**config.mk**
```make
export PLATFORM = sky130hd
export DESIGN_NAME = nv_ram_rwsp_fifo_ctrl
export DESIGN_NICKNAME = d
export VERILOG_FILES = /design/src/rtl/nv_ram_rwsp_fifo_pkg.sv /design/src/rtl/nv_ram_rwsp_fifo_ctrl_chk.sv /design/src/rtl/nv_ram_rwsp_fifo_rdpipe.sv /design/src/rtl/nv_ram_rwsp_fifo_ctrl.sv
export SDC_FILE = /design/constraint.sdc
export NUM_CORES = 1
export LEC_CHECK = 0
export CORE_AREA = 4 4 217 219
export CTS_CLUSTER_DIAMETER = 200
export CTS_CLUSTER_SIZE = 14
export DETAILED_ROUTE_END_ITERATION = 10
export DIE_AREA = 0 0 221 223
export DONT_BUFFER_PORTS = 1
export HOLD_SLACK_MARGIN = 0.15
export SLEW_MARGIN = 5
export SYNTH_ARGS = -nofsm -noshare
export SYNTH_HDL_FRONTEND = slang
export SYNTH_HIERARCHICAL = 1
export SYNTH_SLANG_ARGS = --single-unit
```
**constraint.sdc**
```tcl
create_clock -name nvdla_core_clk -period 2.8 [get_ports nvdla_core_clk]
set_input_delay 0.14 -clock nvdla_core_clk [delete_from_list [all_inputs] [get_ports nvdla_core_clk]]
set_output_delay 0.14 -clock nvdla_core_clk [all_outputs]
set_load 0.02 [all_outputs]
```
**src/rtl/nv_ram_rwsp_fifo_pkg.sv**
```systemverilog
// Shared defaults and helpers for the rwsp RAM FIFO controller.
package nv_ram_rwsp_fifo_pkg;

   localparam int unsigned DEPTH_DEF = 32'd4;
   localparam int unsigned AW_DEF    = 32'd2;
   localparam int unsigned WIDTH_DEF = 32'd128;

   // Advance a ring pointer by one, wrapping from depth-1 back to 0.
   function automatic logic [31:0] ptr_inc(input logic [31:0] ptr, input logic [31:0] depth);
      logic [31:0] nxt_s;
      if (ptr == (depth - 32'd1)) begin
         nxt_s = 32'd0;
      end else begin
         nxt_s = ptr + 32'd1;
      end
      return nxt_s;
   endfunction

endpackage

```
**src/rtl/nv_ram_rwsp_fifo_ctrl_chk.sv**
```systemverilog
// Invariant checker for the FIFO controller bookkeeping and output hold.
module nv_ram_rwsp_fifo_ctrl_chk #(
   parameter int unsigned DEPTH = 32'd4,
   parameter int unsigned AW    = 32'd2,
   parameter int unsigned WIDTH = 32'd128
) (
   input logic             clk,
   input logic             rstn,
   input logic [AW:0]      cnt,
   input logic [AW:0]      avail,
   input logic             s1_vld,
   input logic             s2_vld,
   input logic             rd_pvld,
   input logic             rd_prdy,
   input logic [WIDTH-1:0] rd_pd
);

   localparam logic [AW:0] FULL_CNT = (AW+1)'(DEPTH);

   logic             hold_q;
   logic [WIDTH-1:0] pd_q;
   logic [AW:0]      inflight_s;

   assign inflight_s = avail + {{AW{1'b0}}, s1_vld} + {{AW{1'b0}}, s2_vld};

   // Remember whether the previous cycle stalled a valid output, and its data.
   always_ff @(posedge clk) begin
      if (!rstn) begin
         hold_q <= 1'b0;
         pd_q   <= {WIDTH{1'b0}};
      end else begin
         hold_q <= rd_pvld & ~rd_prdy;
         pd_q   <= rd_pd;
      end
   end

   // Occupancy relations and stall stability, checked outside reset.
   always @(posedge clk) begin
      if (rstn) begin
         assert (cnt <= FULL_CNT);
         assert (avail <= cnt);
         assert (cnt == inflight_s);
         if (hold_q) begin
            assert (rd_pvld && (rd_pd == pd_q));
         end
      end
   end

endmodule

```
**src/rtl/nv_ram_rwsp_fifo_rdpipe.sv**
```systemverilog
// Tracks the two RAM read stages (address latch s1, output register s2)
// and generates the RAM re/ore strobes and the pop handshake.
module nv_ram_rwsp_fifo_rdpipe
   import nv_ram_rwsp_fifo_pkg::*;
(
   input  logic clk,
   input  logic rstn,
   input  logic avail_nz,
   input  logic rd_prdy,
   output logic ram_re,
   output logic ram_ore,
   output logic rd_pvld,
   output logic pop,
   output logic s1_vld,
   output logic s2_vld
);

   logic s1_vld_q, s1_vld_d;
   logic s2_vld_q, s2_vld_d;
   logic ore_s, re_s, pop_s;

   // Strobe generation and next-state of both stage valids.
   always_comb begin
      ore_s    = s1_vld_q & (~s2_vld_q | rd_prdy);
      re_s     = avail_nz & (~s1_vld_q | ore_s);
      pop_s    = s2_vld_q & rd_prdy;
      s1_vld_d = s1_vld_q;
      s2_vld_d = s2_vld_q;
      if (re_s) begin
         s1_vld_d = 1'b1;
      end else if (ore_s) begin
         s1_vld_d = 1'b0;
      end else begin
         s1_vld_d = s1_vld_q;
      end
      if (ore_s) begin
         s2_vld_d = 1'b1;
      end else if (pop_s) begin
         s2_vld_d = 1'b0;
      end else begin
         s2_vld_d = s2_vld_q;
      end
   end

   // Stage valid registers with synchronous active-low reset.
   always_ff @(posedge clk) begin
      if (!rstn) begin
         s1_vld_q <= 1'b0;
         s2_vld_q <= 1'b0;
      end else begin
         s1_vld_q <= s1_vld_d;
         s2_vld_q <= s2_vld_d;
      end
   end

   // Strobes are forced low while reset is held so the RAM sees no activity.
   assign ram_re  = rstn & re_s;
   assign ram_ore = rstn & ore_s;
   assign rd_pvld = rstn & s2_vld_q;
   assign pop     = rstn & pop_s;
   assign s1_vld  = s1_vld_q;
   assign s2_vld  = s2_vld_q;

endmodule

```
**src/rtl/nv_ram_rwsp_fifo_ctrl.sv**
```systemverilog
// Valid/ready FIFO controller wrapped around one rwsp RAM with a
// two-stage registered read port.
module nv_ram_rwsp_fifo_ctrl
   import nv_ram_rwsp_fifo_pkg::*;
#(
   parameter int unsigned DEPTH = DEPTH_DEF,
   parameter int unsigned AW    = AW_DEF,
   parameter int unsigned WIDTH = WIDTH_DEF
) (
   input  logic             nvdla_core_clk,
   input  logic             nvdla_core_rstn,
   input  logic             wr_pvld,
   output logic             wr_prdy,
   input  logic [WIDTH-1:0] wr_pd,
   output logic             rd_pvld,
   input  logic             rd_prdy,
   output logic [WIDTH-1:0] rd_pd,
   output logic             ram_we,
   output logic [AW-1:0]    ram_wa,
   output logic [WIDTH-1:0] ram_di,
   output logic             ram_re,
   output logic [AW-1:0]    ram_ra,
   output logic             ram_ore,
   input  logic [WIDTH-1:0] ram_dout,
   input  logic [31:0]      pwrbus_ram_pd
);

   localparam logic [AW:0] FULL_CNT = (AW+1)'(DEPTH);

   logic [AW-1:0] wr_ptr_q, wr_ptr_d;
   logic [AW-1:0] rd_ptr_q, rd_ptr_d;
   logic [AW:0]   cnt_q, cnt_d;
   logic [AW:0]   avail_q, avail_d;
   logic          pop_s, s1_vld_s, s2_vld_s, avail_nz_s;
   logic          unused_pwrbus_s;

   // Power control is routed to the RAM by the parent; nothing to do here.
   assign unused_pwrbus_s = ^pwrbus_ram_pd;

   // Full is judged on the registered count, so a pop never frees a slot
   // in the same cycle; in-flight s1/s2 slots stay reserved until popped.
   assign wr_prdy    = nvdla_core_rstn & (cnt_q != FULL_CNT);
   assign ram_we     = wr_pvld & wr_prdy;
   assign ram_wa     = wr_ptr_q;
   assign ram_di     = wr_pd;
   assign ram_ra     = rd_ptr_q;
   assign rd_pd      = ram_dout;
   assign avail_nz_s = (avail_q != {(AW+1){1'b0}});

   nv_ram_rwsp_fifo_rdpipe u_rdpipe (
      .clk      (nvdla_core_clk),
      .rstn     (nvdla_core_rstn),
      .avail_nz (avail_nz_s),
      .rd_prdy  (rd_prdy),
      .ram_re   (ram_re),
      .ram_ore  (ram_ore),
      .rd_pvld  (rd_pvld),
      .pop      (pop_s),
      .s1_vld   (s1_vld_s),
      .s2_vld   (s2_vld_s)
   );

   // Pointer advance and occupancy bookkeeping for the next edge.
   always_comb begin
      wr_ptr_d = wr_ptr_q;
      rd_ptr_d = rd_ptr_q;
      if (ram_we) begin
         wr_ptr_d = AW'(ptr_inc(32'(wr_ptr_q), 32'(DEPTH)));
      end else begin
         wr_ptr_d = wr_ptr_q;
      end
      if (ram_re) begin
         rd_ptr_d = AW'(ptr_inc(32'(rd_ptr_q), 32'(DEPTH)));
      end else begin
         rd_ptr_d = rd_ptr_q;
      end
      cnt_d   = cnt_q + {{AW{1'b0}}, ram_we} - {{AW{1'b0}}, pop_s};
      avail_d = avail_q + {{AW{1'b0}}, ram_we} - {{AW{1'b0}}, ram_re};
   end

   // Pointer and counter registers with synchronous active-low reset.
   always_ff @(posedge nvdla_core_clk) begin
      if (!nvdla_core_rstn) begin
         wr_ptr_q <= {AW{1'b0}};
         rd_ptr_q <= {AW{1'b0}};
         cnt_q    <= {(AW+1){1'b0}};
         avail_q  <= {(AW+1){1'b0}};
      end else begin
         wr_ptr_q <= wr_ptr_d;
         rd_ptr_q <= rd_ptr_d;
         cnt_q    <= cnt_d;
         avail_q  <= avail_d;
      end
   end

   nv_ram_rwsp_fifo_ctrl_chk #(
      .DEPTH (DEPTH),
      .AW    (AW),
      .WIDTH (WIDTH)
   ) u_chk (
      .clk     (nvdla_core_clk),
      .rstn    (nvdla_core_rstn),
      .cnt     (cnt_q),
      .avail   (avail_q),
      .s1_vld  (s1_vld_s),
      .s2_vld  (s2_vld_s),
      .rd_pvld (rd_pvld),
      .rd_prdy (rd_prdy),
      .rd_pd   (rd_pd)
   );

endmodule
```
### Word level (Yosys, flattened, before mapping)

Index checks and enable logic that the tools add are counted.

| operators by class | value |
|---|---|
| add/sub/neg operators | 6 |
| multiplexer cells | 6 |
| bitwise operators | 13 |
| reductions and logical operators | 3 |
| eq/ne operators | 3 |

Operators by type and width:

| cell | number |
|---|---|
| $and A1 B1 Y1 | 9 |
| $add A3 B1 Y3 | 2 |
| $sub A3 B1 Y3 | 2 |
| $add A2 B1 Y2 const B | 2 |
| $eq A2 B2 Y1 const B | 2 |
| $mux W1 | 4 |
| $mux W2 | 2 |
| $reduce_bool A2 Y1 | 2 |
| $ne A3 B3 Y1 const B | 1 |
| $reduce_bool A3 Y1 | 1 |
| $not A1 Y1 | 2 |
| $or A1 B1 Y1 | 2 |

| storage, ports and cells | value |
|---|---|
| flip-flop bits (word level) | 12 |
| word-level logic and storage cells | 37 |
| output and inout bits | 265 |
| bits of input ports | 292 |

### Longest topological paths before layout

Gate-level depths: netlist (run 1).

| logic depth | value |
|---|---|
| depth in word-level cells | 7 |
| depth in mapped cells | 9 |
| depth with buffers taken out | 9 |

### Hierarchy

Netlist (run 1), hierarchy kept.

Modules (own cells, without submodules):

| module | times used | area an instance (µm²) | cells an instance | seq. area each (µm²) |
|---|---|---|---|---|
| nv_ram_rwsp_fifo_ctrl | 1 | 2444.8 | 308 | 200.2 |
| nv_ram_rwsp_fifo_rdpipe | 1 | 103.8 | 12 | 40.0 |

### Least setup slack after synthesis (run 1)

Ideal clock, no wire load.

| timing path | value |
|---|---|
| path kind | flip-flop to flip-flop |
| start | register avail_q[1] |
| end | register avail_q[2] |
| period minus slack after synthesis | 2283 ps |
| library setup time | 115 ps |
| data required time | 2685 ps |
| stages on the path, launching flop included | 10 |
| path slack | 517 ps |
| buffers on the path | 0 |
| arrival | 2168 ps |
| cells stage by stage | dfxtp_1 or3_2 nand2_1 a21oi_1 ha_1 inv_1 ha_1 fa_1 xnor2_1 and2_1 |

| on the way | value |
|---|---|
| cells in the longest elaborated chain, start to end | 4 |
| elaborated cells on any way between the ends | 5 |
| classes of those cells | add/sub (2); bitwise (2); reduce/logical (1) |

RTL lines:

| element | line | text |
|---|---|---|
| start: declaration | nv_ram_rwsp_fifo_ctrl.sv:33 | `logic [AW:0] avail_q, avail_d;` |
| start signal: assignment | nv_ram_rwsp_fifo_ctrl.sv:87 | `avail_q <= {(AW+1){1'b0}};` |
| start signal: assignment | nv_ram_rwsp_fifo_ctrl.sv:92 | `avail_q <= avail_d;` |
| $reduce_bool A3 Y1 | nv_ram_rwsp_fifo_ctrl.sv:48 | `assign avail_nz_s = (avail_q != {(AW+1){1'b0}});` |
| via avail_nz_s | nv_ram_rwsp_fifo_ctrl.sv:34 | `logic pop_s, s1_vld_s, s2_vld_s, avail_nz_s;` |
| $and A1 B1 Y1 | nv_ram_rwsp_fifo_rdpipe.sv:25 | `re_s = avail_nz & (~s1_vld_q \| ore_s);` |
| $and A1 B1 Y1 | nv_ram_rwsp_fifo_rdpipe.sv:57 | `assign ram_re = rstn & re_s;` |
| via ram_re | nv_ram_rwsp_fifo_ctrl.sv:21 | `output logic ram_re,` |
| $sub A3 B1 Y3 | nv_ram_rwsp_fifo_ctrl.sv:78 | `avail_d = avail_q + {{AW{1'b0}}, ram_we} - {{AW{1'b0}}, ram_re};` |

The timed path passes the listed nets, and every way through them passes these cells.
A chain may end at the register's enable or synchronous reset.

### Worst setup path after layout (run 1)

| timing path | value |
|---|---|
| start | input port nvdla_core_rstn |
| end | register avail_q[2] |

| on the way | value |
|---|---|
| elaborated cells on any way between the ends | 5 |
| classes of those cells | add/sub (2); bitwise (3) |

RTL lines:

| element | line | text |
|---|---|---|
| start: declaration | nv_ram_rwsp_fifo_ctrl.sv:11 | `input logic nvdla_core_rstn,` |
| $and A1 B1 Y1 | nv_ram_rwsp_fifo_rdpipe.sv:57 |  |
| via ram_re | nv_ram_rwsp_fifo_ctrl.sv:21 |  |
| $sub A3 B1 Y3 | nv_ram_rwsp_fifo_ctrl.sv:78 |  |

The timed path passes the listed nets, and every way through them passes these cells.

==> results.txt, run 1 <==
The run gives 0.24 ns as the clock insertion delay at the later pin of the skew report. The tools report the overall routing resource usage as 4.20%. Pin placement for this block handled 557 I/O pins. Final max-slew violation count: 0. Counting distinct cell types in the post-synthesis netlist gives 24.

For met3 alone, demand over resource in global routing was 6.61%. In this run, synthesis produced a sequential element count of 12. The library cells used most frequently in the layout, excluding fill and tap cells, are 12 x sky130_fd_sc_hd__dfxtp_1, 8 x sky130_fd_sc_hd__inv_1, 6 x sky130_fd_sc_hd__ha_1, 5 x sky130_fd_sc_hd__nand2_1, 5 x sky130_fd_sc_hd__and2_1. Across the run, the number of max-cap violations was 0. The clock slew at the register clock pins of the worst setup and hold paths was 0.04 ns; the number of rows created at floorplan was 78.

The maximum clock rate is 411 MHz, and the standby leakage power is 0.351 nW. The total number of nets in the final design was 372. The worst pin sits at a relative slew slack of 55.4%.

The post-route netlist has 16.9% of its cells at a drive strength greater than 1. The most frequent standard cell in the layout excluding fill and tap cells is sky130_fd_sc_hd__dfxtp_1. The tools report the number of instances in the synthesized netlist as 320. The final hold violation count is 0.

The remaining design rule violation count was 0; the number of non-filler instances in the completed layout was 671. Mean post-synth cell area: 7.96 sq um. The run gives 0 ns as the sum of negative setup slack. At the pin with the least slew margin, the transition time is 0.663 ns. The power density normalized to cell area works out to 581 nW/um^2.

The number of nets in the synthesized netlist is 620. The kind of end point of the critical path is a register. After global routing, the most crowded layer is met2. The synthesized design devotes to its leading area cell type 75.4% of total area. The antenna diode count came out at 0. Of all nets on the critical path, the largest fanout is 13. The biggest area contributor in the post-synthesis netlist is sky130_fd_sc_hd__buf_4. TritonCTS built the clock tree.

The number of nets still failing antenna checks after routing was 0; the portion of the post-synthesis area used by sequential elements was 9.43%. In the final routed layout, each cell accounts on average for 16.7 um. During placement, the flow inserted port buffers numbering 0. The number of antenna violations at the first check in global routing came out at 0.

The first-pass GRT wire length was 13.2 mm. Global routing consumed, on the met2 layer, 6.76% of the routing resources. After detailed routing, the total wire length is 11.2 mm.

In this run the vertical extent of the chip is 223 um. For the total number of H-tree levels, the log shows 1. STA classifies the critical path startpoint as an input pin. For the peak supply drop, the log shows 0.000383 V.

The via count of the first global-routing pass is 1029. In this run the worst hold path is classified as in -> out. The per-cell via count in the routed design came out at 1.32. Summing over every cut layer, the via total after detailed routing is 884. The area of the die is 49300 sq um. By area the synthesized netlist is led by sky130_fd_sc_hd__buf_4 75%, sky130_fd_sc_hd__dfxtp_1 9.4%, sky130_fd_sc_hd__ha_1 2.9%. The placed instances occupy a cell area of 1380 sq um. The cell depth of the worst hold path is 0. The first routing iteration left 17 violations. The number of placed instances, taps included, is 664.

The area added between synthesis and finish was -41.0%. No sink is reached through more buffers than the 2 on the longest clock path. Detailed-placement wirelength estimate: 10.2 mm. The critical path is of the in -> reg type. The cell area that synthesis handed to floorplanning was 2550 sq um.

The Yosys warning count is 6, and the number of post-CTS setup repair buffers is 0. The worst clock skew was 0.00249 ns. The count of cells along the worst register-to-register path works out to 9. The worst path in the final design needs a cycle of 2.44 ns, including I/O delays and setup. The pre-antenna-repair detailed-routing pass consisted of 2 iterations.

The overall die width is 221 um, and the final standard cell area without fillers is 1500 sq um. The core box area was 45100 sq um; the global-route track usage on met1 was 1.28%. The final number of setup-violating endpoints was 0. The run finished with clean final reports. At the worst endpoint, the arrival time is 2.57 ns. Counting the buffers created by CTS gives 3. The logs give 2.93 ns for the required time of the critical path and 0 for the total congestion overflow after global routing. The initial core utilization was 5.65%. Setup repair after global routing left no endpoint under its margin.

The maximum number of pins on one net before global-route repair was 14; the last weighted congestion value of the routability-driven placer was 0.591. The root buffer cell chosen for the clock tree is sky130_fd_sc_hd__clkbuf_16. The sink count of the clock tree is 12.

Of the available clock period, the critical path in the final layout requires 87.0%.
critical path, cell delays in order:
cell,delay [ns]
sky130_fd_sc_hd__dlygate4sd3_1,0.76
sky130_fd_sc_hd__nand2_1,0.15
sky130_fd_sc_hd__a21oi_2,0.40
sky130_fd_sc_hd__ha_1,0.22
sky130_fd_sc_hd__inv_1,0.04
sky130_fd_sc_hd__ha_1,0.19
sky130_fd_sc_hd__fa_1,0.38
sky130_fd_sc_hd__xnor2_1,0.14
sky130_fd_sc_hd__and2_1,0.15
final timing paths:
kind,from,end,slack [ns]
min,wr_pd[14],ram_di[14],0.28
min reg2reg,u_rdpipe/s2_vld,u_rdpipe/s1_vld,0.51
max reg2reg,avail_q[1],avail_q[2],0.46
max,nvdla_core_rstn,avail_q[2],0.36
cell type report:
cell class                 instances  area, sq um
clock buffer                       4         88.8
fill                            5410        43600
inverter                           8         30.0
multi-input combinational         43          357
sequential                        12          240
tap                              600          751
timing repair buffer               4         37.5
metal layers:
layer | vias to the layer above | part of all wire (%)
met5 | - | 0
met4 | 0 | 9.2
met3 | 105 | 34
met2 | 282 | 46
met1 | 284 | 10
li1 | 213 | -
flip-flops by register name (all words and copies together) (netlist names):
| signal | flops |
|---|---|
| u_rdpipe/s2_vld | 1 |
| ram_wa | 2 |
| ram_ra | 2 |
| avail_q | 3 |
| u_rdpipe/s1_vld | 1 |
| cnt_q | 3 |
through the flow:
| step | setup slack [ns] | hold WS (ns) | power [mW] | utilization [%] |
|---|---|---|---|---|
| floorplan | 0.517 | 0.258 | 1.06 | - |
| global placement | 0.400 | 0.262 | 0.559 | 3.06 |
| detailed placement | 0.348 | 0.265 | 0.579 | 3.06 |
| CTS | 0.0677 | 0.280 | 0.888 | 3.33 |
| global route | 0.147 | 0.280 | 0.957 | 3.34 |
| finish | 0.365 | 0.280 | 0.873 | 3.34 |
cells in the mapped netlist:
master                     count
sky130_fd_sc_hd__nor2_1        3
sky130_fd_sc_hd__a21oi_2       1
sky130_fd_sc_hd__nand2_1       5
sky130_fd_sc_hd__nor2b_4       1
sky130_fd_sc_hd__inv_1         8
sky130_fd_sc_hd__xor2_1        1
sky130_fd_sc_hd__clkbuf_1      1
sky130_fd_sc_hd__nand2b_1      1
sky130_fd_sc_hd__a21oi_1       1
sky130_fd_sc_hd__xnor2_1       3
sky130_fd_sc_hd__and3_2        1
sky130_fd_sc_hd__dfxtp_1      12
sky130_fd_sc_hd__or3_2         1
sky130_fd_sc_hd__a21boi_0      1
sky130_fd_sc_hd__o21a_1        1
sky130_fd_sc_hd__fa_1          2
sky130_fd_sc_hd__nor2b_1       3
sky130_fd_sc_hd__or2_2         1
sky130_fd_sc_hd__ha_1          6
sky130_fd_sc_hd__mux2i_1       4
sky130_fd_sc_hd__buf_4       256
sky130_fd_sc_hd__and2_2        1
sky130_fd_sc_hd__o21ai_1       1
sky130_fd_sc_hd__and2_1        5
logic make-up after synthesis:
kind of cell    count (synthesis)  synth area share (%)
compound gates                  5                  1.33
xor+xnor                        4                  1.37
fa+ha+maj                       8                  4.52
buf+inv                       265                  76.7
flops                          12                  9.43
mux                             4                  1.57
simple gates                   22                  5.06
power breakdown:
group | internal, mW | leakage (nW) | switching [mW]
Combinational | 0.142 | 0.207 | 0.139
Clock | 0.215 | 0.0442 | 0.0735
Sequential | 0.231 | 0.0989 | 0.0722
Total | 0.589 | 0.351 | 0.285
what timing repair did:
item / in CTS / in global routing
endpoints found under the hold margin: 12 / 0
gates resized for setup: 0 / 1
hold buffers: 3 / 0
setup endpoints to repair: 0 / 2
Power figures use the tool's default switching activity.
==> run 2, diff against run 1 <==
- ABC_AREA: unset -> 1
- CORE_AREA: 4 4 217 219 -> 4 4 213 215
- DIE_AREA: 0 0 221 223 -> 0 0 217 219
==> results.txt, run 2 <==
The final critical-path share of the clock period is 82.8% (was 87.0%), and the area of the die is 47500 sq um (was 49300 sq um). For the maximum count of clock buffers along a single path, the log shows 2 (unchanged). The family with the most delay on the worst path was buffers and inverters (unchanged). For the number of violations of the max-capacitance limit, the log shows 0 (unchanged). The area share of the leading cell type in the synthesized netlist is 74.1% (was 75.4%).

The total number of nets in the final design was 404 (was 372). The number of antenna violations at the first check in global routing was 0 (unchanged). TritonCTS built the clock tree.

The run gives 7.48 mm (was 10.2 mm) as the detailed-placement wirelength estimate. The first element of the critical path was nvdla_core_rstn (unchanged). The type of the tightest min-delay check was in -> out (unchanged). The global-route track usage on met2 was 5.16% (was 6.76%). The global-route track usage on met1 is 1.66% (was 1.28%).

Actual transition at the worst max-transition pin: 0.670 ns (was 0.663 ns). The tools report the final max-slew violation count as 0 (unchanged). End of the worst register-to-register path: avail_q[2] (unchanged). The run gives 2.49 ns (was 2.57 ns) as the data arrival time of the critical path. The type of the worst setup path was in -> reg (unchanged).

The post-synthesis sequential element count was 12 (unchanged); the portion of the post-synthesis area used by sequential elements was 9.26% (was 9.43%). Commonest cells after routing, fill and taps aside: 27 x sky130_fd_sc_hd__nand2_1, 26 x sky130_fd_sc_hd__inv_1, 12 x sky130_fd_sc_hd__dfxtp_1, 8 x sky130_fd_sc_hd__nor2_1, 6 x sky130_fd_sc_hd__ha_1 (was 12 x sky130_fd_sc_hd__dfxtp_1, 8 x sky130_fd_sc_hd__inv_1, 6 x sky130_fd_sc_hd__ha_1, 5 x sky130_fd_sc_hd__nand2_1, 5 x sky130_fd_sc_hd__and2_1). The number of rows created at floorplan came out at 77 (was 78).

Most frequent standard cell in the layout excluding fill and tap cells: sky130_fd_sc_hd__nand2_1 (was sky130_fd_sc_hd__dfxtp_1). Sink count of the clock tree: 12 (unchanged). The first-pass GRT wire length was 10.6 mm (was 13.2 mm).

Worst hold path startpoint: wr_pd[2] (was wr_pd[14]). Number of nets still failing antenna checks after routing: 0 (unchanged). The antenna diode count is 0 (unchanged), and the number of placed instances with taps included is 688 (was 664).

The cell accounting for the most synthesized area is sky130_fd_sc_hd__buf_4 (unchanged). The die span in y is 219 um (was 223 um), and the cell depth of the worst hold path is 0 (unchanged). The standby leakage power was 0.484 nW (was 0.351 nW). The tools report the total nets after synthesis as 652 (was 620). The per-cell via count in the routed design is 1.48 (was 1.32), and the number of non-filler instances in the completed layout is 695 (was 671). The tools report the launching point of the worst reg2reg path as avail_q[2] (was avail_q[1]).

The share of the core filled with cells in the final layout is 3.50% (was 3.34%). The overall die width works out to 217 um (was 221 um). The clock insertion delay at the later pin of the skew report was 0.24 ns (about the same). The proportion of synthesized flip-flops having asynchronous set or reset was 0% (unchanged); the count of filler cells inserted in the layout was 5266 (was 5410).

The startpoint kind of the worst setup timing path is an input pin (unchanged). Longest individual stage delay on the worst path: 0.59 ns (was 0.76 ns). Most used flip-flop cell after synthesis: sky130_fd_sc_hd__dfxtp_1 (unchanged). The last weighted congestion value of the routability-driven placer is 0.586 (was 0.591), and the total via count after detailed routing is 1029 (was 884). The logs give 5.93% (was 5.65%) for the initial core utilization and 0 (unchanged) for the number of post-CTS setup repair buffers.

Most common library cells after synthesis: 256 x sky130_fd_sc_hd__buf_4, 27 x sky130_fd_sc_hd__nand2_1, 26 x sky130_fd_sc_hd__inv_1, 12 x sky130_fd_sc_hd__dfxtp_1, 8 x sky130_fd_sc_hd__nor2_1 (was 256 x sky130_fd_sc_hd__buf_4, 12 x sky130_fd_sc_hd__dfxtp_1, 8 x sky130_fd_sc_hd__inv_1, 6 x sky130_fd_sc_hd__ha_1). Total number of H-tree levels: 1 (unchanged). The count of flip-flops with a built-in enable after synthesis came out at 0 (unchanged). The clock slew at the register clock pins of the worst setup and hold paths came out at 0.05 ns (was 0.04 ns). Largest registers in the final layout: avail_q x3, cnt_q x3 (unchanged).

The number of buffers created by CTS came out at 3 (unchanged). The number of instances in the synthesized netlist is 352 (was 320), and the slack of the critical path is 0.483 ns (was 0.365 ns). The count of cells along the worst register-to-register path is 13 (was 9), and the biggest fanout along the worst timing path is 14 (was 13).

Cell types occupying the most area after synthesis: sky130_fd_sc_hd__buf_4 74%, sky130_fd_sc_hd__dfxtp_1 9.3%, sky130_fd_sc_hd__nand2_1 3.9% (was sky130_fd_sc_hd__buf_4 75%, sky130_fd_sc_hd__dfxtp_1 9.4%, sky130_fd_sc_hd__ha_1 2.9%). The logs give 15 (was 24) for the number of different library cells in the post-synthesis netlist and 0.00404 ns (was 0.00249 ns) for the worst clock skew. The run gives 8.89 mm (was 11.2 mm) as the total wire length. The core box area is 43700 sq um (was 45100 sq um), and the share of post-route cells with drive strength above 1 is 7.77% (was 16.9%).

The critical-path cell with the highest stage delay is sky130_fd_sc_hd__dlymetal6s4s_1 (was sky130_fd_sc_hd__dlygate4sd3_1). The kind of end point of the critical path was a register (unchanged). The relative slew slack is 55.3% (was 55.4%), and the I/O pin count is 557 (unchanged).

The peak supply drop came out at 0.000204 V (was 0.000383 V). The most used routing layer in global routing was met2 (unchanged). The met3 usage was 3.39% (was 6.61%); the final number of setup-violating endpoints was 0 (unchanged). For the Yosys warning count, the log shows 6 (unchanged). The required time of the critical path was 2.97 ns (was 2.93 ns); the hold slack was 0.280 ns (about the same).

The run gives 4 (was 2) as the number of detailed-route iterations in the first pass. The number of violations reported at the end of detailed-routing iteration 0 is 36 (was 17), and the via count of the first global-routing pass is 1134 (was 1029). The tools report the clock tree root driver cell as sky130_fd_sc_hd__clkbuf_16 (unchanged). The power density normalized to cell area was 603 nW/um^2 (was 581 nW/um^2); the per-cell routed wire length was 12.8 um (was 16.7 um). The final critical path time including I/O delays and setup is 2.32 ns (was 2.44 ns). The run gives 320 sq um (was 357 sq um) as the area used by multi-input combinational logic.

The logs give 0 (unchanged) for the remaining design rule violation count and 2590 sq um (was 2550 sq um) for the cell area after synthesis. The flow ran to the end, and the final reports show no timing, DRC or antenna violations. The run gives 3.42% (was 4.20%) as the overall routing resource usage. The cell seen most often among critical-path stages was sky130_fd_sc_hd__inv_1 (was sky130_fd_sc_hd__ha_1).

The area occupied by registers is 240 sq um (unchanged), and the quantity of I/O buffers inserted on ports is 0 (unchanged). Worst setup slack for register-to-register paths: 0.60 ns (was 0.46 ns). For the maximum number of pins on one net before global-route repair, the log shows 15 (was 14). The minimum setup slack after placement is 0.608 ns (was 0.348 ns). The maximum clock rate is 432 MHz (was 411 MHz). The most frequent cell after synthesis is sky130_fd_sc_hd__buf_4 (unchanged).

The number of buffers and inverters on the critical path was 5 (was 2); the sum of negative setup slack was 0 ns (unchanged). Area added between synthesis and finish: -41.0% (about the same). Setup repair after global routing left no endpoint under its margin. The final hold violation count is 0 (unchanged), and the total congestion overflow after global routing is 0 (unchanged).

The hold-critical path endpoint is ram_di[2] (was ram_di[14]). List of cells traversed by the critical path: dlymetal6s4s_1 -> nand2_1 -> inv_1 -> nand2_1 -> inv_1 -> ha_1 -> inv_1 -> ha_1 -> fa_1 -> inv_1 -> nand3_1 -> a21oi_1 (was dlygate4sd3_1 -> nand2_1 -> a21oi_2 -> ha_1 -> inv_1 -> ha_1 -> fa_1 -> xnor2_1 -> and2_1). The mean post-synth cell area was 7.37 sq um (was 7.96 sq um).
==> run 2: metal layers <==
metal	wire length, um	vias to the layer above
li1	-	297
met1	1550	341
met2	3840	247
met3	2100	144
met4	1410	0
met5	0	-
==> run 2: area by class of cell <==
type,instances,share of cell area [%]
well taps,592,48.4
multi-input cells,56,20.9
flip-flops and latches,12,15.7
inverters,27,6.62
clock buffers,4,5.80
repair buffers,4,2.61
==> run 2: how the worst max path moves through the flow <==
| stage | depth (start not counted) | slack [ns] | to |
|---|---|---|---|
| 4_1_cts | 12 | 0.02 | avail_q[2] |
| 3_5_place_dp | 13 | 0.61 | avail_q[2] |
| 3_3_place_gp | 13 | 0.59 | avail_q[2] |
| 5_1_grt | 12 | 0.21 | avail_q[2] |
| 2_1_floorplan | 13 | 0.91 | avail_q[2] |
| 6_report | 12 | 0.48 | avail_q[2] |
==> run 2: cells by family after synthesis <==
family                     share of synthesized area [%]
AOI/OAI and AO/OA                                  0.771
buffers and inverters                               78.4
adders and majority gates                           4.44
and+or+nand+nor                                     7.14
DFF                                                 9.26
==> run 2: power by group <==
group          internal, mW  switching [mW]  total [mW]
combinational         0.110           0.204       0.314
sequential            0.229          0.0750       0.304
clock                 0.217          0.0883       0.305
==> run 2: stage by stage <==
stage | total power [mW] | area [sq um]
floorplan | 1.05 | 2590
global placement | 0.620 | 1410
detailed placement | 0.626 | 1410
CTS | 0.949 | 1530
global route | 1.02 | 1530
finish | 0.924 | 1530
==> run 2: repair_timing <==
| item | CTS | global route |
|---|---|---|
| setup endpoints to repair | 0 | 2 |
| resized for setup | 0 | 1 |
| hold buffers | 3 | 0 |
| hold endpoints to repair | 12 | 0 |
==> run 3, diff against run 2 <==
- ABC_AREA: 1 -> 0
- CORE_AREA: 4 4 213 215 -> 4 4 217 219
- DIE_AREA: 0 0 217 219 -> 0 0 221 223
- clock period: 2.8 -> 2.3 ns (I/O delays scaled with it)
==> results.txt, run 3 (synthesized netlist as in run 1, its figures left out) <==
The total congestion overflow after global routing was 0 (unchanged); the quantity of I/O buffers inserted on ports was 0 (unchanged). The logs give 0.0818 ns (was 0.608 ns) for the minimum setup slack after placement and 0.23 ns (was 0.24 ns) for the clock insertion delay at the later pin of the skew report. Detailed-placement wirelength estimate: 10.2 mm (was 7.48 mm). The tools report the total number of nets in the final design as 373 (was 404).

The end of the worst register-to-register path was avail_q[2] (unchanged). The antenna diode count is 0 (unchanged). The count of cells along the worst register-to-register path came out at 9 (was 13). Subtracting the final worst setup slack from the clock period gives 2.18 ns.

The type of the worst setup path was reg -> reg (was in -> reg). The number of detailed-route iterations in the first pass was 2 (was 4); the maximum clock rate was 458 MHz. The area added between synthesis and finish came out at -41.1% (was -41.0%). The tools report the number of rows created at floorplan as 78 (was 77). The worst setup slack for register-to-register paths is 0.12 ns (was 0.60 ns), and the final critical-path share of the clock period is 95.0%. The relative slew slack is 55.9% (was 55.3%), and the number of violations of the max-capacitance limit is 0 (unchanged). The run gives 2.31 ns (was 2.49 ns) as the data arrival time of the critical path.

For the total via count after detailed routing, the log shows 873 (was 1029). The run gives 0 (unchanged) as the number of nets still failing antenna checks after routing. TritonCTS built the clock tree. The run gives 49300 sq um (was 47500 sq um) as the area of the die. The run gives 0 (unchanged) as the number of antenna violations at the first check in global routing. The tools report the number of buffers created by CTS as 3 (unchanged). Commonest cells after routing, fill and taps aside: 12 x sky130_fd_sc_hd__dfxtp_1, 8 x sky130_fd_sc_hd__inv_1, 6 x sky130_fd_sc_hd__ha_1, 5 x sky130_fd_sc_hd__and2_1 (was 27 x sky130_fd_sc_hd__nand2_1, 26 x sky130_fd_sc_hd__inv_1, 12 x sky130_fd_sc_hd__dfxtp_1, 8 x sky130_fd_sc_hd__nor2_1, 6 x sky130_fd_sc_hd__ha_1). The launching point of the worst reg2reg path was avail_q[1] (was avail_q[2]).

First-pass GRT wire length: 13.1 mm (was 10.6 mm). The type of the tightest min-delay check was in -> out (unchanged). The actual transition at the worst max-transition pin was 0.655 ns (was 0.670 ns). Power density normalized to cell area: 686 nW/um^2 (was 603 nW/um^2). The initial core utilization is 5.65% (was 5.93%), and the overall die width is 221 um (was 217 um).

Via count of the first global-routing pass: 1013 (was 1134). The final standard cell area without fillers is 1500 sq um (was 1530 sq um). For the core box area, the log shows 45100 sq um (was 43700 sq um).

Setup repair after global routing left no endpoint under its margin. The tools report the overall routing resource usage as 4.14% (was 3.42%). The worst clock skew was 0.00163 ns (was 0.00404 ns); the cell depth of the worst hold path was 0 (unchanged). The run gives 1 (unchanged) as the total number of H-tree levels. Peak supply drop: 0.000570 V (was 0.000204 V). Clock tree root driver cell: sky130_fd_sc_hd__clkbuf_16 (unchanged). The biggest fanout along the worst timing path came out at 3 (was 14). Share of post-route cells with drive strength above 1: 18.3% (was 7.77%).

Largest registers in the final layout: avail_q x3, cnt_q x3 (unchanged). For the hold slack, the log shows 0.230 ns (was 0.280 ns). Standby leakage power: 0.357 nW (was 0.484 nW). The clock slew at the register clock pins of the worst setup and hold paths works out to 0.04 ns (was 0.05 ns).

The die span in y came out at 223 um (was 219 um). Startpoint kind of the worst setup timing path: a register (was an input pin). The sum of negative setup slack is 0 ns (unchanged), and the final number of setup-violating endpoints is 0 (unchanged).

The remaining design rule violation count is 0 (unchanged), and the sink count of the clock tree is 12 (unchanged). The maximum count of clock buffers along a single path came out at 2 (unchanged). The run gives 0 (unchanged) as the final hold violation count. Kind of end point of the critical path: a register (unchanged). The logs give 1390 sq um (was 1410 sq um) for the instance area after placement and 0.567 (was 0.586) for the last weighted congestion value of the routability-driven placer. The tools report the final total power as 1.03 mW (was 0.924 mW). The per-cell via count in the routed design is 1.30 (was 1.48).

Final max-slew violation count: 0 (unchanged). The tools report the capturing instance or port of the critical path as avail_q[2] (unchanged). The per-cell routed wire length works out to 16.6 um (was 12.8 um). The total wire length came out at 11.1 mm (was 8.89 mm). The tools report the first element of the critical path as avail_q[1] (was nvdla_core_rstn). For the number of violations reported at the end of detailed-routing iteration 0, the log shows 15 (was 36). Slack of the critical path: 0.116 ns (was 0.483 ns).

The most frequent standard cell in the layout excluding fill and tap cells was sky130_fd_sc_hd__dfxtp_1 (was sky130_fd_sc_hd__nand2_1). I/O pin count: 557 (unchanged). For the required time of the critical path, the log shows 2.43 ns (was 2.97 ns).

The flow ran to the end, and the final reports show no timing, DRC or antenna violations. Maximum number of pins on one net before global-route repair: 14 (was 15).
==> run 3: changes by cell type in the layout (fill, tap and decap cells not counted), moves of 2 or more <==
| cell | previous run | this run |
|---|---|---|
| sky130_fd_sc_hd__nand2_1 | 27 | 4 |
| sky130_fd_sc_hd__inv_1 | 26 | 8 |
| sky130_fd_sc_hd__and2_1 | 0 | 5 |
| sky130_fd_sc_hd__nand3_1 | 5 | 0 |
| sky130_fd_sc_hd__nor2_1 | 8 | 3 |
| sky130_fd_sc_hd__mux2i_1 | 0 | 4 |
| sky130_fd_sc_hd__nor2b_1 | 0 | 3 |
| sky130_fd_sc_hd__xnor2_1 | 0 | 3 |
| sky130_fd_sc_hd__a21oi_1 | 3 | 1 |
| sky130_fd_sc_hd__nand4_1 | 2 | 0 |
==> run 3: worst min-delay path by stage <==
stage | slack (ns) | endpoint | start
after floorplan | 0.23 | u_rdpipe/s2_vld | nvdla_core_rstn
after global placement | 0.23 | ram_di[108] | wr_pd[108]
after detailed placement | 0.23 | ram_di[108] | wr_pd[108]
after CTS | 0.23 | ram_di[108] | wr_pd[108]
after global routing | 0.23 | rd_pd[120] | ram_dout[120]
final | 0.23 | ram_di[14] | wr_pd[14]
==> run 3: repair_timing <==
item / 4_1_cts / 5_1_grt
hold buffers: 3 / 0
resized for setup: 0 / 3
setup endpoints to repair: 0 / 2
endpoints found under the hold margin: 12 / 0
setup buffers: 0 / 0
==> run 3: report_power, final <==
group	total (mW)	switching, mW	internal (mW)
logic	0.358	0.173	0.184
clock network	0.306	0.0806	0.226
registers	0.366	0.0850	0.281
==> run 3: cell type report <==
| cell class | count | area [sq um] |
|---|---|---|
| Clock buffer | 3 | 75.1 |
| Fill cell | 5407 | 43600 |
| Inverter | 8 | 30.0 |
| Multi-Input combinational cell | 43 | 358 |
| Sequential cell | 12 | 240 |
| Tap cell | 600 | 751 |
| Timing Repair Buffer | 5 | 47.5 |
==> run 3: metrics by stage <==
| step | utilization [%] | std cells |
|---|---|---|
| after detailed placement | 3.08 | 665 |
| after CTS | 3.31 | 671 |
| final | 3.33 | 671 |
| after floorplan | - | 320 |
| after global placement | 3.08 | 665 |
| after global routing | 3.33 | 671 |
==> run 3: critical path, stage by stage, from the launching register on <==
cell	delay, ns
sky130_fd_sc_hd__dfxtp_1	0.32
sky130_fd_sc_hd__or3_2	0.49
sky130_fd_sc_hd__nand2_2	0.08
sky130_fd_sc_hd__a21oi_1	0.07
sky130_fd_sc_hd__ha_1	0.28
sky130_fd_sc_hd__inv_1	0.04
sky130_fd_sc_hd__ha_1	0.19
sky130_fd_sc_hd__fa_2	0.34
sky130_fd_sc_hd__xnor2_1	0.12
sky130_fd_sc_hd__and2_1	0.15
==> run 3: layer usage <==
metal	wire, um	GRT usage, %
met4	1060	3.52
met2	5090	6.56
met5	0	0
met1	1190	1.32
met3	3800	6.58
